`config.mk`:
```
export PLATFORM = sky130hd
export DESIGN_NAME = spi_master
export DESIGN_NICKNAME = d
export VERILOG_FILES = /design/src/rtl/spi_master.sv
export SDC_FILE = /design/constraint.sdc
export NUM_CORES = 1
export LEC_CHECK = 0
export ABC_AREA = 1
export ABC_CLOCK_PERIOD_IN_PS = 5200
export BUFFER_PORTS_ARGS = -buffer_cell sky130_fd_sc_hd__buf_2
export CAP_MARGIN = 25
export CORE_AREA = 2 2 73 75
export CTS_CLUSTER_DIAMETER = 30
export DETAILED_ROUTE_END_ITERATION = 12
export DIE_AREA = 0 0 75 77
export GPL_ROUTABILITY_DRIVEN = 0
export PLACE_DENSITY = 0.6
export SYNTH_ARGS = -nofsm -noshare
export SYNTH_HDL_FRONTEND = slang
export SYNTH_SLANG_ARGS = --single-unit
```
`constraint.sdc`:
```
create_clock -name clk -period 5.2 [get_ports clk]
set_input_delay 0.26 -clock clk [delete_from_list [all_inputs] [get_ports clk]]
set_output_delay 0.26 -clock clk [all_outputs]
set_load 0.1 [all_outputs]
```
`src/rtl/spi_master.sv`:
```
// SPI master for the 10-bit-frame slave: serialises host commands and captures read-data bytes.
// Optional abort input is compiled in with `define SPI_MASTER_ABORT_EN.
module spi_master #(
    parameter int unsigned READ_WAIT = 2,
    parameter int unsigned GAP       = 2
) (
    input  logic       clk,
    input  logic       rst,
`ifdef SPI_MASTER_ABORT_EN
    input  logic       abort,
`endif
    input  logic       cmd_valid,
    output logic       cmd_ready,
    input  logic [9:0] cmd_data,
    output logic       rsp_valid,
    output logic [7:0] rsp_data,
    output logic       busy,
    output logic       SS_n,
    output logic       MOSI,
    input  logic       MISO
);

    localparam int unsigned WaitW = (READ_WAIT > 1) ? $clog2(READ_WAIT + 1) : 1;
    localparam int unsigned GapW  = (GAP > 1) ? $clog2(GAP + 1) : 1;

    typedef enum logic [2:0] {StIdle, StStart, StShift, StWait, StRead, StEnd} state_e;

    state_e           state_q, state_d;
    logic [9:0]       frame_q, frame_d;
    logic [3:0]       bit_cnt_q, bit_cnt_d;
    logic [WaitW-1:0] wait_cnt_q, wait_cnt_d;
    logic [2:0]       rd_cnt_q, rd_cnt_d;
    logic [GapW-1:0]  gap_cnt_q, gap_cnt_d;
    logic [7:0]       rx_q, rx_d;
    logic [7:0]       rsp_data_q, rsp_data_d;
    logic             rsp_valid_q, rsp_valid_d;
    logic             ss_n_q, ss_n_d;
    logic             mosi_q, mosi_d;
    logic             cmd_ready_q, cmd_ready_d;
    logic             busy_q, busy_d;
    logic             abort_req;

`ifdef SPI_MASTER_ABORT_EN
    assign abort_req = abort;
`else
    assign abort_req = 1'b0;
`endif

    always_ff @(posedge clk) begin
        if (rst) begin
            state_q     <= StIdle;
            frame_q     <= '0;
            bit_cnt_q   <= '0;
            wait_cnt_q  <= '0;
            rd_cnt_q    <= '0;
            gap_cnt_q   <= '0;
            rx_q        <= '0;
            rsp_data_q  <= '0;
            rsp_valid_q <= 1'b0;
            ss_n_q      <= 1'b1;
            mosi_q      <= 1'b0;
            cmd_ready_q <= 1'b1;
            busy_q      <= 1'b0;
        end else begin
            state_q     <= state_d;
            frame_q     <= frame_d;
            bit_cnt_q   <= bit_cnt_d;
            wait_cnt_q  <= wait_cnt_d;
            rd_cnt_q    <= rd_cnt_d;
            gap_cnt_q   <= gap_cnt_d;
            rx_q        <= rx_d;
            rsp_data_q  <= rsp_data_d;
            rsp_valid_q <= rsp_valid_d;
            ss_n_q      <= ss_n_d;
            mosi_q      <= mosi_d;
            cmd_ready_q <= cmd_ready_d;
            busy_q      <= busy_d;
        end
    end

    always_comb begin
        state_d     = state_q;
        frame_d     = frame_q;
        bit_cnt_d   = bit_cnt_q;
        wait_cnt_d  = wait_cnt_q;
        rd_cnt_d    = rd_cnt_q;
        gap_cnt_d   = gap_cnt_q;
        rx_d        = rx_q;
        rsp_data_d  = rsp_data_q;
        rsp_valid_d = 1'b0;
        unique case (state_q)
            StIdle: begin
                if (cmd_valid && cmd_ready_q) begin
                    frame_d = cmd_data;
                    state_d = StStart;
                end
            end
            StStart: begin
                bit_cnt_d = 4'd11;
                state_d   = StShift;
            end
            StShift: begin
                if (bit_cnt_q == 4'd0) begin
                    if (frame_q[9:8] == 2'b11) begin
                        if (READ_WAIT == 0) begin
                            rd_cnt_d = 3'd7;
                            state_d  = StRead;
                        end else begin
                            wait_cnt_d = WaitW'(READ_WAIT);
                            state_d    = StWait;
                        end
                    end else begin
                        gap_cnt_d = GapW'(GAP);
                        state_d   = StEnd;
                    end
                end else begin
                    bit_cnt_d = bit_cnt_q - 4'd1;
                end
            end
            StWait: begin
                if (wait_cnt_q == WaitW'(1)) begin
                    rd_cnt_d = 3'd7;
                    state_d  = StRead;
                end else begin
                    wait_cnt_d = wait_cnt_q - WaitW'(1);
                end
            end
            StRead: begin
                rx_d = {rx_q[6:0], MISO};
                if (rd_cnt_q == 3'd0) begin
                    rsp_data_d  = rx_d;
                    rsp_valid_d = 1'b1;
                    gap_cnt_d   = GapW'(GAP);
                    state_d     = StEnd;
                end else begin
                    rd_cnt_d = rd_cnt_q - 3'd1;
                end
            end
            StEnd: begin
                if (gap_cnt_q == GapW'(1)) begin
                    state_d = StIdle;
                end else begin
                    gap_cnt_d = gap_cnt_q - GapW'(1);
                end
            end
            default: state_d = StIdle;
        endcase
        // Abort wins over a completing read so the response is suppressed.
        if (abort_req && (state_q inside {StStart, StShift, StWait, StRead})) begin
            state_d     = StEnd;
            gap_cnt_d   = GapW'(GAP);
            rsp_valid_d = 1'b0;
            rsp_data_d  = rsp_data_q;
            rx_d        = rx_q;
        end
    end

    // Outputs are decoded from the next state so the registered pins line up with state_q.
    always_comb begin
        ss_n_d      = 1'b1;
        mosi_d      = 1'b0;
        cmd_ready_d = (state_d == StIdle);
        busy_d      = (state_d != StIdle);
        unique case (state_d)
            StStart: begin
                ss_n_d = 1'b0;
                mosi_d = frame_d[9];
            end
            StShift: begin
                ss_n_d = 1'b0;
                mosi_d = (bit_cnt_d >= 4'd10) ? frame_d[9] : frame_d[bit_cnt_d];
            end
            StWait, StRead: ss_n_d = 1'b0;
            default: ss_n_d = 1'b1;
        endcase
    end

    assign cmd_ready = cmd_ready_q;
    assign busy      = busy_q;
    assign rsp_valid = rsp_valid_q;
    assign rsp_data  = rsp_data_q;
    assign SS_n      = ss_n_q;
    assign MOSI      = mosi_q;

endmodule

```
# --- Yosys cells after proc, flatten, opt, wreduce, memory -nomap -nowiden ---
# Index checks and enable logic that the tools add are counted.
classes:
  add_sub_neg: 4
  n_lt_le_gt_ge: 2
  n_eq_ne: 20
  mux: 29
  n_bitwise: 1
  reduce_logical: 15
op_table:
  columns: ["cell", "n"]
  rows:
  - ["$mux W3", 8]
  - ["$mux W10", 2]
  - ["$pmux W3 S6", 1]
  - ["$ne A2 B2 Y1 const B", 8]
  - ["$mux W2", 7]
  - ["$eq A3 B2 Y1 const B", 4]
  - ["$eq A3 B3 Y1 const B", 3]
  - ["$logic_not A3 Y1", 3]
  - ["$pmux W4 S2", 1]
  - ["$eq A3 B1 Y1 const B", 2]
  - ["$pmux W2 S3", 1]
  - ["$pmux W3 S2", 1]
  - ["$reduce_bool A3 Y1", 2]
  - ["$lt A4 B5 Y1 const B", 1]
  - ["$reduce_and A5 Y1", 1]
  - ["$bmux W1 S4", 1]
  - ["$eq A2 B1 Y1 const B", 2]
  - ["$ge A4 B4 Y1 const B", 1]
  - ["$logic_not A4 Y1", 1]
  - ["$mux W1", 4]
  - ["$mux W4", 1]
  - ["$pmux W2 S2", 1]
  - ["$reduce_and A4 Y1", 1]
  - ["$reduce_bool A2 Y1", 2]
  - ["other kinds (11)", 12]
totals:
  ff_bits: 44
  out_inout_bits: 13
  wordCells: 84

# --- Logic depth before layout (Yosys ltp) ---
depth:
  word_depth: 7
  ltp_mapped: 15
  mapped_depth_nobuf: 15

# --- Worst setup path before layout ---
# Ideal clock, no wire load.
synth_timing:
  path_kind: "register to register"
  start: "register cmd_ready (netlist name)"
  end: "register gap_cnt_q[0]"
  arrival_time_ps: 2072
  setup_slack_ps: 3012
  path_stages_with_launch: 9
  n_path_buf: 0
  cell_sequence: "dfxtp_1 nand2_2 nor2_2 inv_2 nand3_4 nor2_2 nor2_2 o21ai_0 o211a_1"
synth_rtl:
  columns: ["item", "line_no", "source"]
  rows:
  - ["end signal, assigned", "70", "gap_cnt_q <= gap_cnt_d;"]
  - ["end, declared", "33", "logic [GapW-1:0] gap_cnt_q, gap_cnt_d;"]

# --- Worst setup path after layout ---
layout_timing:
  start: "register rd_cnt_q[0]"
  end: "register gap_cnt_q[1]"
layout_via:
  elab_chain_len: 3
layout_lines:
  columns: ["item", "line_no", "source"]
  rows:
  - ["start, declared", "32", "logic [2:0] rd_cnt_q, rd_cnt_d;"]
  - ["start signal, assigned", "69", "rd_cnt_q <= rd_cnt_d;"]
  - ["$logic_not A3 Y1", "130", "if (rd_cnt_q == 3'd0) begin"]
  - ["$ne A2 B2 Y1 (no source line)", null, null]
  - ["$reduce_and A5 Y1 (no source line)", null, null]
# Every way passes these cells.
# A chain may end at the register's enable or synchronous reset.

==> qor.txt <==
GRT overflow -> 0
DRT iter0 DRCs -> 96
Number of global-route vias before repair -> 1760
Die X -> 75 um
Routed WL -> 4.42 mm
Top sig layer -> met4
Yosys warns -> 0
Hold Buf Count CTS -> 0
CORE AREA -> 0.00498 mm2
Leak Pwr -> 1.20 nW
CTS Buffer Depth -> 2
Wl on met1 -> 2.22 mm
Clock power frac -> 0.157
PortBufs -> 26
HP Start -> MISO
Synth async-reset ratio -> 0
Initial antenna violation count -> 0
R2r endpoint -> gap_cnt_q[1]
Required time worst endpoint -> 5.37 ns
Met3 WL -> 124 um
Number of synthesized flops with an enable pin -> 0
Hold depth -> 3
Area delta synth->final -> 14.3%
Sequential share of the synthesized area -> 0.405
Max-slew headroom -> 0.621
DIE AREA -> 0.00578 mm2
Met2 WL post-DR -> 2.05 mm
Largest net degree at the start of global routing -> 23
Synthesized Nets -> 318
Min-Delay Path Class -> in -> reg
CTS Buf Count -> 5
Fin Setup TNS -> 0 ns
Hold Path Sink -> rsp_data[0]
RSZ-0062 raised after global routing -> false
Skew-Pair Late Insertion Delay -> 0.29 ns
Clock skew -> 0.00377 ns
Register-to-Register Path Depth -> 13
Max H-tree Level -> 2
Ant. Diodes -> 0
Post-CTS setup repair buffer count -> 0
Initial DRT Pass Iterations -> 4
Commonest cells after routing, fill and taps aside -> nand2_1 (77), dfxtp_1 (44), nor2_1 (31)
Status -> completed
Die Ht -> 77 um
Row cnt -> 26
GRT Util Overall -> 0.168
Reg-to-reg startpoint -> rd_cnt_q[0]
Max-slew violations -> 0
Worst vdd ir -> 248 uV
Vias per cell -> 4.73
DRC Markers -> 0
Post-synth top area share -> 0.405
Max cap viols -> 0
Root Driver -> clkbuf_8
Fmax -> 538 MHz
Mapped Avg Cell Area -> 7.28 um2
Tmin final -> 1.86 ns
Leading cell type in the layout, fill and taps excluded -> nand2_1
P per Cell Area -> 675 mW/mm2
# IOs -> 27
Flop pwr share -> 0.303
Via count -> 1883
Initial Utilization -> 0.437
Cell internal pwr -> 0.834 mW
Main synth FF type -> dfxtp_1
Period utilization -> 0.357
Distinct cell type count after synthesis -> 35
Overall power -> 1.68 mW
Classification of the worst setup path -> reg -> reg
Fin. Hold Viols -> 0
Top cells by area, synth -> dfxtp_1 (40%), nand2_1 (13%), nand3_1 (6.2%), nor2_1 (5.3%), inv_1 (4.7%)
Worst Path Arrival -> 2.03 ns
Switching Power -> 0.845 mW
DP Wirelength -> 3.26 mm
Fin nets -> 346
Logic pwr share -> 0.540
Endpoint type of the worst setup path -> register
Setup-failing EPs final -> 0
Clock edge transition at the registers on the reported setup and hold paths -> 0.08 ns
CTS sink cnt -> 44
CTS tree -> done
Syn Inst Count -> 299
R2R setup slack -> 3.34 ns
Fraction of layout cells with a size suffix above 1 -> 0.210
Register bit total from synthesis -> 44
Sw Share -> 0.503
Cell taking the most area after synthesis -> dfxtp_1
First-pass GRT wire length -> 7.66 mm
Crit path max fanout -> 9
Routed Antenna Nets -> 0
Routed len/inst -> 11.1 um
PostCTS Resize Cnt -> 0
CP Launch Type -> register
Worst Tran Pin Value -> 0.568 ns
Synth Cell Area -> 0.00218 mm2
[routing by layer]
layer  up-vias  track usage
li1       1021            -
met1       831        0.219
met2        26        0.279
met3         5       0.0355
met4         0       0.0429
met5         -            0
[stage by stage]
step	util	hold slack [ns]	instance area (um2)	instances	setup WS, ns
4_1_cts	0.500	0.167	2490	398	3.31
5_1_grt	0.500	0.177	2490	398	3.09
3_5_place_dp	0.476	0.458	2370	390	3.34
3_3_place_gp	0.476	0.446	2370	390	3.34
2_1_floorplan	-	0.341	2180	299	3.01
6_report	0.500	0.179	2490	398	3.34
[final cells by class]
cell class | instances | area [um2]
Sequential cell | 44 | 881
Inverter | 37 | 146
Fill cell | 529 | 2490
Tap cell | 70 | 87.6
Clock buffer | 5 | 68.8
Timing Repair Buffer | 26 | 130
Multi-Input combinational cell | 213 | 1130
Clock inverter | 3 | 47.5
[cells by family after synthesis]
logic type | synth area share
DFF | 0.405
adders and majority gates | 0.0288
xor gates and xnor gates | 0.00403
buffers and inverters | 0.0776
AOI/OAI and AO/OA | 0.113
and+or+nand+nor | 0.371
[critical path, stage by stage, from the launching register on]
cell     delay (ns)
dfxtp_1        0.32
inv_1          0.08
ha_1           0.15
inv_1          0.04
nor2_1         0.39
nand2_8        0.11
inv_4          0.13
nor2_4         0.05
nand3_4        0.09
nor2_2         0.04
nor2_2         0.13
inv_1          0.07
nand2_1        0.07
a21oi_2        0.05
[power by group through the flow]
stage	combinational, mW	sequential [mW]	clock (mW)
global route	1.02	0.523	0.288
detailed placement	0.910	0.516	0
CTS	0.916	0.509	0.275
global placement	0.908	0.516	0
finish	0.907	0.509	0.263
floorplan	0.568	0.702	0
[state kept, by name (all words and copies together) (netlist names)]
signal	count
cmd_ready	1
bit_cnt_q	4
busy	1
rsp_valid	1
rd_cnt_q	3
MOSI	1
gap_cnt_q	2
rx_q	7
SS_n	1
state_q	3
wait_cnt_q	2
rsp_data	8
frame_q	10
[synth_stat cells (all sizes together) (2+ instances only)]
master,number
inv,37
nand3,31
buf,3
a211oi,2
o21ai,20
nand4,2
dfxtp,44
nor3,6
nand2,86
a21oi,17
nor2,37
a31oi,2
clkbuf,2
ha,5
[how the worst max path moves through the flow]
stage,from,to,slack (ns),cells after the start
5_1_grt,bit_cnt_q[0],MOSI,3.09,15
3_5_place_dp,state_q[0],gap_cnt_q[1],3.34,9
3_3_place_gp,state_q[0],gap_cnt_q[1],3.34,9
4_1_cts,state_q[0],gap_cnt_q[1],3.31,9
6_report,rd_cnt_q[0],gap_cnt_q[1],3.34,13
2_1_floorplan,cmd_ready,gap_cnt_q[0],3.01,8
(Power assumes the default switching activity.)
